### src/rtl/glcd_readback_if.sv
// Request/response handshake between the game logic and the LCD readback controller.
// The requester drives req_* and rsp_ready; the controller drives req_ready and rsp_*.
// Both directions use plain valid/ready semantics.
interface glcd_readback_if;
  logic       req_valid;
  logic       req_ready;
  logic       req_type;
  logic       req_cs;
  logic [2:0] req_page;
  logic [5:0] req_col;
  logic       rsp_valid;
  logic       rsp_ready;
  logic [7:0] rsp_data;
  logic       rsp_err;

  modport master (
    output req_valid, req_type, req_cs, req_page, req_col, rsp_ready,
    input  req_ready, rsp_valid, rsp_data, rsp_err
  );

  modport slave (
    input  req_valid, req_type, req_cs, req_page, req_col, rsp_ready,
    output req_ready, rsp_valid, rsp_data, rsp_err
  );
endinterface

### src/rtl/glcd_readback.sv
// Read-side controller for a dual-chip KS0108 128x64 LCD: status and display-RAM reads.
// Latency: status 3*PHASE_CYC+1 clks; data 24*PHASE_CYC+1 clks plus 3*PHASE_CYC per busy read.
// Backpressure: one request in flight; response held until rsp_ready, req_ready only in IDLE.
module glcd_readback #(
  parameter int PHASE_CYC  = 8,
  parameter int POLL_LIMIT = 255
) (
  input  logic           clk,
  input  logic           reset,
  glcd_readback_if.slave bus,
  output logic           lcd_e,
  output logic           lcd_rs,
  output logic           lcd_rw,
  output logic           cs1,
  output logic           cs2,
  output logic [7:0]     lcd_data_out,
  output logic           lcd_data_oe,
  input  logic [7:0]     lcd_data_in
);
  localparam int CW = (PHASE_CYC > 1) ? $clog2(PHASE_CYC) : 1;
  localparam int PW = $clog2(POLL_LIMIT + 1);

  typedef enum logic [2:0] {IDLE, POLL, SETPG, SETY, DUMMY, READ, RESP} state_t;
  // PH_START is the single idle clock between accept and the first SETUP phase.
  typedef enum logic [1:0] {PH_START, PH_SETUP, PH_EHIGH, PH_HOLD} phase_t;

  state_t          state, state_n, ret, ret_n;
  phase_t          phase, phase_n;
  logic [CW-1:0]   cnt, cnt_n;
  logic [PW-1:0]   pcnt, pcnt_n;
  logic            phase_last;
  logic            accept, sample, load_rsp, err_n;

  logic            type_q, cs_q;
  logic [2:0]      page_q;
  logic [5:0]      col_q;
  logic [7:0]      samp, rsp_data_q;
  logic            rsp_err_q;

  logic            bus_cyc;
  logic            e_n, rs_n, rw_n, cs1_n, cs2_n, oe_n;
  logic [7:0]      dout_n;

  assign phase_last    = (cnt == CW'(PHASE_CYC - 1));
  assign bus.req_ready = (state == IDLE);
  assign bus.rsp_valid = (state == RESP);
  assign bus.rsp_data  = rsp_data_q;
  assign bus.rsp_err   = rsp_err_q;

  // FSM state register: reset aborts any bus cycle at the next edge
  always_ff @(posedge clk) begin
    if (reset) begin
      state <= IDLE;
      ret   <= IDLE;
      phase <= PH_START;
      cnt   <= '0;
      pcnt  <= '0;
    end else begin
      state <= state_n;
      ret   <= ret_n;
      phase <= phase_n;
      cnt   <= cnt_n;
      pcnt  <= pcnt_n;
    end
  end

  // Next-state: phase sequencing within a bus cycle, sequencing between bus cycles
  always_comb begin
    state_n  = state;
    ret_n    = ret;
    phase_n  = phase;
    cnt_n    = cnt;
    pcnt_n   = pcnt;
    accept   = 1'b0;
    sample   = 1'b0;
    load_rsp = 1'b0;
    err_n    = 1'b0;
    case (state)
      IDLE: begin
        if (bus.req_valid) begin
          accept  = 1'b1;
          state_n = POLL;
          ret_n   = SETPG;
          phase_n = PH_START;
          cnt_n   = '0;
          pcnt_n  = '0;
        end
      end
      RESP: begin
        if (bus.rsp_ready) state_n = IDLE;
      end
      default: begin
        case (phase)
          PH_START: begin
            phase_n = PH_SETUP;
            cnt_n   = '0;
          end
          PH_SETUP: begin
            if (phase_last) begin
              phase_n = PH_EHIGH;
              cnt_n   = '0;
            end else begin
              cnt_n = cnt + CW'(1);
            end
          end
          PH_EHIGH: begin
            sample = phase_last;
            if (phase_last) begin
              phase_n = PH_HOLD;
              cnt_n   = '0;
            end else begin
              cnt_n = cnt + CW'(1);
            end
          end
          default: begin
            if (!phase_last) begin
              cnt_n = cnt + CW'(1);
            end else begin
              // End of a bus cycle: the next one starts with SETUP immediately.
              cnt_n   = '0;
              phase_n = PH_SETUP;
              case (state)
                POLL: begin
                  if (!type_q) begin
                    state_n  = RESP;
                    load_rsp = 1'b1;
                  end else if (!samp[7]) begin
                    pcnt_n  = '0;
                    state_n = ret;
                  end else if (pcnt == PW'(POLL_LIMIT - 1)) begin
                    state_n  = RESP;
                    load_rsp = 1'b1;
                    err_n    = 1'b1;
                  end else begin
                    pcnt_n = pcnt + PW'(1);
                  end
                end
                SETPG: begin
                  state_n = POLL;
                  ret_n   = SETY;
                end
                SETY: begin
                  state_n = POLL;
                  ret_n   = DUMMY;
                end
                DUMMY: begin
                  state_n = POLL;
                  ret_n   = READ;
                end
                READ: begin
                  state_n  = RESP;
                  load_rsp = 1'b1;
                end
                default: ;
              endcase
            end
          end
        endcase
      end
    endcase
  end

  // Request fields, bus sample and the held response
  always_ff @(posedge clk) begin
    if (reset) begin
      type_q     <= 1'b0;
      cs_q       <= 1'b0;
      page_q     <= '0;
      col_q      <= '0;
      samp       <= '0;
      rsp_data_q <= '0;
      rsp_err_q  <= 1'b0;
    end else begin
      if (accept) begin
        type_q <= bus.req_type;
        cs_q   <= bus.req_cs;
        page_q <= bus.req_page;
        col_q  <= bus.req_col;
      end
      if (sample) samp <= lcd_data_in;
      if (load_rsp) begin
        rsp_data_q <= samp;
        rsp_err_q  <= err_n;
      end
    end
  end

  // LCD pin values for the upcoming state, so the pins come straight from flops
  always_comb begin
    e_n     = 1'b0;
    rs_n    = 1'b0;
    rw_n    = 1'b1;
    cs1_n   = 1'b0;
    cs2_n   = 1'b0;
    oe_n    = 1'b0;
    dout_n  = 8'h00;
    bus_cyc = (phase_n != PH_START) && (state_n != IDLE) && (state_n != RESP);
    if (bus_cyc) begin
      cs1_n = ~cs_q;
      cs2_n = cs_q;
      e_n   = (phase_n == PH_EHIGH);
      case (state_n)
        SETPG: begin
          rw_n   = 1'b0;
          oe_n   = 1'b1;
          dout_n = 8'hB8 | {5'd0, page_q};
        end
        SETY: begin
          rw_n   = 1'b0;
          oe_n   = 1'b1;
          dout_n = 8'h40 | {2'd0, col_q};
        end
        DUMMY, READ: rs_n = 1'b1;
        default: ;
      endcase
    end
  end

  // LCD pin registers
  always_ff @(posedge clk) begin
    if (reset) begin
      lcd_e        <= 1'b0;
      lcd_rs       <= 1'b0;
      lcd_rw       <= 1'b1;
      cs1          <= 1'b0;
      cs2          <= 1'b0;
      lcd_data_out <= 8'h00;
      lcd_data_oe  <= 1'b0;
    end else begin
      lcd_e        <= e_n;
      lcd_rs       <= rs_n;
      lcd_rw       <= rw_n;
      cs1          <= cs1_n;
      cs2          <= cs2_n;
      lcd_data_out <= dout_n;
      lcd_data_oe  <= oe_n;
    end
  end
endmodule
### src/flat_wrapper.sv
// flat-port wrapper written by rule: the top's interface ports become plain ports
module glcd_readback_flat 
#(
  parameter int PHASE_CYC  = 8,
  parameter int POLL_LIMIT = 255
)
  (clk, reset, lcd_e, lcd_rs, lcd_rw, cs1, cs2, lcd_data_out, lcd_data_oe, lcd_data_in, bus_req_valid, bus_req_type, bus_req_cs, bus_req_page, bus_req_col, bus_rsp_ready, bus_req_ready, bus_rsp_valid, bus_rsp_data, bus_rsp_err);
  glcd_readback_if bus_i ();
  input  logic clk;
  input  logic reset;
  output logic lcd_e;
  output logic lcd_rs;
  output logic lcd_rw;
  output logic cs1;
  output logic cs2;
  output logic [7:0] lcd_data_out;
  output logic lcd_data_oe;
  input  logic [7:0] lcd_data_in;
  input wire logic [$bits(bus_i.req_valid)-1:0] bus_req_valid;
  input wire logic [$bits(bus_i.req_type)-1:0] bus_req_type;
  input wire logic [$bits(bus_i.req_cs)-1:0] bus_req_cs;
  input wire logic [$bits(bus_i.req_page)-1:0] bus_req_page;
  input wire logic [$bits(bus_i.req_col)-1:0] bus_req_col;
  input wire logic [$bits(bus_i.rsp_ready)-1:0] bus_rsp_ready;
  output wire logic [$bits(bus_i.req_ready)-1:0] bus_req_ready;
  output wire logic [$bits(bus_i.rsp_valid)-1:0] bus_rsp_valid;
  output wire logic [$bits(bus_i.rsp_data)-1:0] bus_rsp_data;
  output wire logic [$bits(bus_i.rsp_err)-1:0] bus_rsp_err;
  assign bus_i.req_valid = bus_req_valid;
  assign bus_i.req_type = bus_req_type;
  assign bus_i.req_cs = bus_req_cs;
  assign bus_i.req_page = bus_req_page;
  assign bus_i.req_col = bus_req_col;
  assign bus_i.rsp_ready = bus_rsp_ready;
  assign bus_req_ready = bus_i.req_ready;
  assign bus_rsp_valid = bus_i.rsp_valid;
  assign bus_rsp_data = bus_i.rsp_data;
  assign bus_rsp_err = bus_i.rsp_err;
  glcd_readback #(.PHASE_CYC(PHASE_CYC), .POLL_LIMIT(POLL_LIMIT)) u_core (.clk(clk), .reset(reset), .bus(bus_i), .lcd_e(lcd_e), .lcd_rs(lcd_rs), .lcd_rw(lcd_rw), .cs1(cs1), .cs2(cs2), .lcd_data_out(lcd_data_out), .lcd_data_oe(lcd_data_oe), .lcd_data_in(lcd_data_in));
endmodule
### config.mk
export PLATFORM = sky130hd
export DESIGN_NAME = glcd_readback_flat
export DESIGN_NICKNAME = d
export VERILOG_FILES = /design/src/rtl/glcd_readback_if.sv /design/src/rtl/glcd_readback.sv /design/src/flat_wrapper.sv
export SDC_FILE = /design/constraint.sdc
export NUM_CORES = 1
export LEC_CHECK = 0
export BUFFER_PORTS_ARGS = -buffer_cell sky130_fd_sc_hd__buf_2
export CAP_MARGIN = 10
export CORE_MARGIN = 2
export CORE_UTILIZATION = 45
export DETAILED_ROUTE_END_ITERATION = 10
export GPL_TIMING_DRIVEN = 0
export PLACE_DENSITY_LB_ADDON = 0.12
export SETUP_SLACK_MARGIN = 0.1
export SLEW_MARGIN = 20
export SYNTH_ARGS = -nofsm -noshare
export SYNTH_HDL_FRONTEND = slang
export SYNTH_SLANG_ARGS = --single-unit
### constraint.sdc
create_clock -name clk -period 3.4 [get_ports clk]
set_clock_uncertainty 0.05 [all_clocks]
set_input_delay 0.34 -clock clk [delete_from_list [all_inputs] [get_ports clk]]
set_output_delay 0.34 -clock clk [all_outputs]
set_load 0.05 [all_outputs]
==> results.md <==
- Outcome: finished, final reports clean
- Die width: a little over 80 um
- Vias in the first global route: 2089
- Area added between synthesis and finish: 19.7%
- IO buf count: 47
- Flops & latches, synth: 61
- 1st-pass router iterations: 4
- Multi-input gate area: about 1300 sq um
- Final setup fails: 0
- DP Area: just over 3000 sq um
- Switching share of power: 24.2%
- Clock transition at path regs: about 0.07 ns
- Cell count after synthesis: 311
- Post-DRT Antenna Nets: 0
- Hold_ws: ~0.18 ns
- Startpoint types: register
- DP Worst Slack: around 1.1 ns
- Worst endpoint required time: approximately 3.6 ns
- HPWL Detailed: just over 4 mm
- Final hold violations: 0
- Die Y: between 80 and 90 um
- Max-cap violations: 0
- Reg power frac: 48.8%
- Clk pwr share: a little over two fifths
- Final core occ: about 55%
- Static Leak: ~1.3 nW
- Syn_nets: between 300 and 400
- M3 GR Usage: just over 6%
- Area of the die: 6620 sq um
- Mapped cell area: between 2000 and 3000 sq um
- Seq/Total Area, Yosys: a little under half
- Combinational power share: 7.8%
- WS Path Type: reg -> reg
- GR peak layer: met2
- Cell taking the most area after synthesis: dfxtp_1
- CTS tree: built
- Crit path DAT: ~2.5 ns
- Synthesis Warnings: 0
- Post-route cell area: 3220 sq um
- Core Rows: 28
- Initial Utilization: a little under half
- H-Tree Depth: 3
- Cts repair resizes: 0
- CTS Hold Buffers Added: 0
- Clock Latency Late Sink: about 0.34 ns
- Internal Dissipation: 1.15 mW
- Non-Filler Instances: 448
- Tcrit/Tclk final: 66.4%
- Setup_tns: 0 ns
- Avg Cell Area, Syn: about 8.7 sq um
- Max FO, Critical Path: 8
- Pwr dens: between 400 and 500 nW/um^2
- Tmin final: 2.26 ns
- Worst-margin pin slew: around 0.56 ns
- Ant diodes: 0
- Met1 Track Usage GR: 24.6%
- Most used DFF post-synth: dfxtp_1
- Pins Over Slew Limit: 0
- First-pass GRT wire length: roughly 9.7 mm
- Share of synthesized registers carrying an async set or reset: 0%
- Post-synth EDFFs: 0
- Critical path endpoint category: register
- Core outline area: between 5000 and 6000 sq um
- DP Cell Count: 433
- Initial antenna violation count: 0
- Nets: approximately 400
- Worst min path class: in -> reg
- Initial drt markers: around 120
- Routed length per instance: 13.2 um
- Total global routing overflow: 0
- Post-CTS setup buffers: 0
- M2 GR Usage: 30.7%
- Largest net degree at the start of global routing: 11
- Via Count: approximately 2300
- RSZ-0062 raised after global routing: false
- Synth cell types: 53
- Register Area: approximately 1200 sq um
- Worst VDD drop: approximately 0.00026 V
- TritonCTS Buffers: 9
- Routed WL: around 5.9 mm
- Maximum clock rate: 443 MHz
- Slew Limit Headroom: a little over three fifths
- DRC Markers: 0
- Clock Tree Buf Depth: 2
- DR vias/cell: 5.08
- Share of the synthesized area in the top cell type: a little under half
- Final WS setup: 1.14 ns
- CTS sink cnt: between 60 and 70
- Fillers: about 550
- Total GRT Usage: between 15 and 20%
- Boundary Pins: 48
- Layout cell share with drive strength beyond 1: a little under a quarter
- Synth area leaders: dfxtp_1 45%, nand2_1 6.4%, a21oi_1 5.8%
- Routability cong.: roughly 0.84
- Psw: approximately 370 uW
- Overall Power: around 1.5 mW
- Root buffer cell: clkbuf_8
## cells in the mapped netlist, types with 2 or more instances
master	count
o21ai_0	6
mux2i_1	10
nand2b_1	2
a211oi_2	3
a21o_1	2
o21a_1	3
or2_1	3
buf_4	2
nor3_1	6
buf_6	2
nor2b_1	4
dfxtp_1	61
nand3b_1	2
or3_1	4
nand4_1	3
clkbuf_1	8
inv_1	10
xor2_1	4
a22oi_1	2
or3_4	2
a211oi_1	5
nand3_1	19
nor2_1	33
ha_1	4
a21oi_1	31
and3_1	2
nand2_1	46
buf_2	4
nor3_2	2
o21bai_1	2
xnor2_1	2
## path summary, 6_finish.rpt
| kind | start | to | slack, ns | cells after the start |
|---|---|---|---|---|
| worst max-delay path | u_core.cnt[0] | u_core.lcd_data_out[1] | 1.14 | 9 |
| worst min-delay path | lcd_data_in[4] | u_core.samp[4] | 0.18 | 3 |
| worst max register to register | u_core.cnt[0] | u_core.lcd_data_out[1] | 1.14 | 9 |
| worst min register to register | u_core.bus.rsp_data[5] | u_core.bus.rsp_data[5] | 0.40 | 2 |
## power by group through the flow
stage | clock network, mW | logic [mW] | registers, mW
after detailed placement | 0 | 0.117 | 0.754
after global routing | 0.711 | 0.131 | 0.739
after floorplan | 0 | 0.0786 | 0.754
after CTS | 0.668 | 0.118 | 0.738
final | 0.656 | 0.117 | 0.738
after global placement | 0 | 0.118 | 0.754
## kinds of logic after synthesis
logic type	Yosys count	synth area share (%)
AO/OA/AOI/OAI	66	16.7
XOR/XNOR	7	2.56
adder cells (fa/ha/maj)	4	1.86
buffers and inverters	27	4.79
flip-flops	61	45.4
multiplexers	10	3.72
AND/OR/NAND/NOR	136	25.0
## area by class of cell
cell class	count	area share (%)
Clock buffer	12	4.82
Timing Repair Buffer	47	7.30
Clock inverter	3	1.40
Multi-Input combinational cell	223	41.6
Inverter	11	1.28
Buffer	16	2.72
Sequential cell	61	37.9
Tap cell	75	2.91
## per-layer routing
layer / up-vias / part of all wire (%)
li1: 1184 / -
met1: 1026 / 48
met2: 57 / 45
met3: 9 / 4.9
met4: 0 / 1.3
met5: - / 0
## critical path: stages, from the launching register on
cell     delay (ns)
dfxtp_1        0.33
ha_1           0.20
ha_1           0.26
and3_1         0.18
buf_2          0.16
mux2i_1        0.14
nor3_1         0.09
nor3_2         0.48
nand3_1        0.14
a21oi_1        0.16
## sequential cells by signal, indices dropped and copies added, names as in the netlist, 2 cells and up
name,cells
u_core.bus.rsp_data,8
u_core.lcd_data_out,8
u_core.pcnt,8
u_core.samp,8
u_core.col_q,6
u_core.cnt,3
u_core.page_q,3
u_core.ret,3
u_core.state,3
u_core.phase,2
## placed cells by master (no fill, tap or decap), types with 2 or more instances in the layout
master	instances
mux2i_1	10
a21o_1	2
a22oi_1	2
clkbuf_8	11
nand3b_1	2
dfxtp_1	61
a21oi_1	31
xnor2_1	2
a211oi_2	3
nand2_1	46
nand4_1	3
nor2_1	33
a211oi_1	5
o21a_1	3
nor2b_1	4
xor2_1	4
clkbuf_1	9
o21bai_1	2
nor3_1	6
buf_2	51
nand2b_1	2
buf_4	2
nor3_2	2
or3_4	2
and3_1	2
or3_1	4
o21ai_0	6
clkinvlp_4	2
or2_1	3
inv_1	10
buf_6	2
ha_1	4
nand3_1	19
Power figures use the tool's default switching activity.
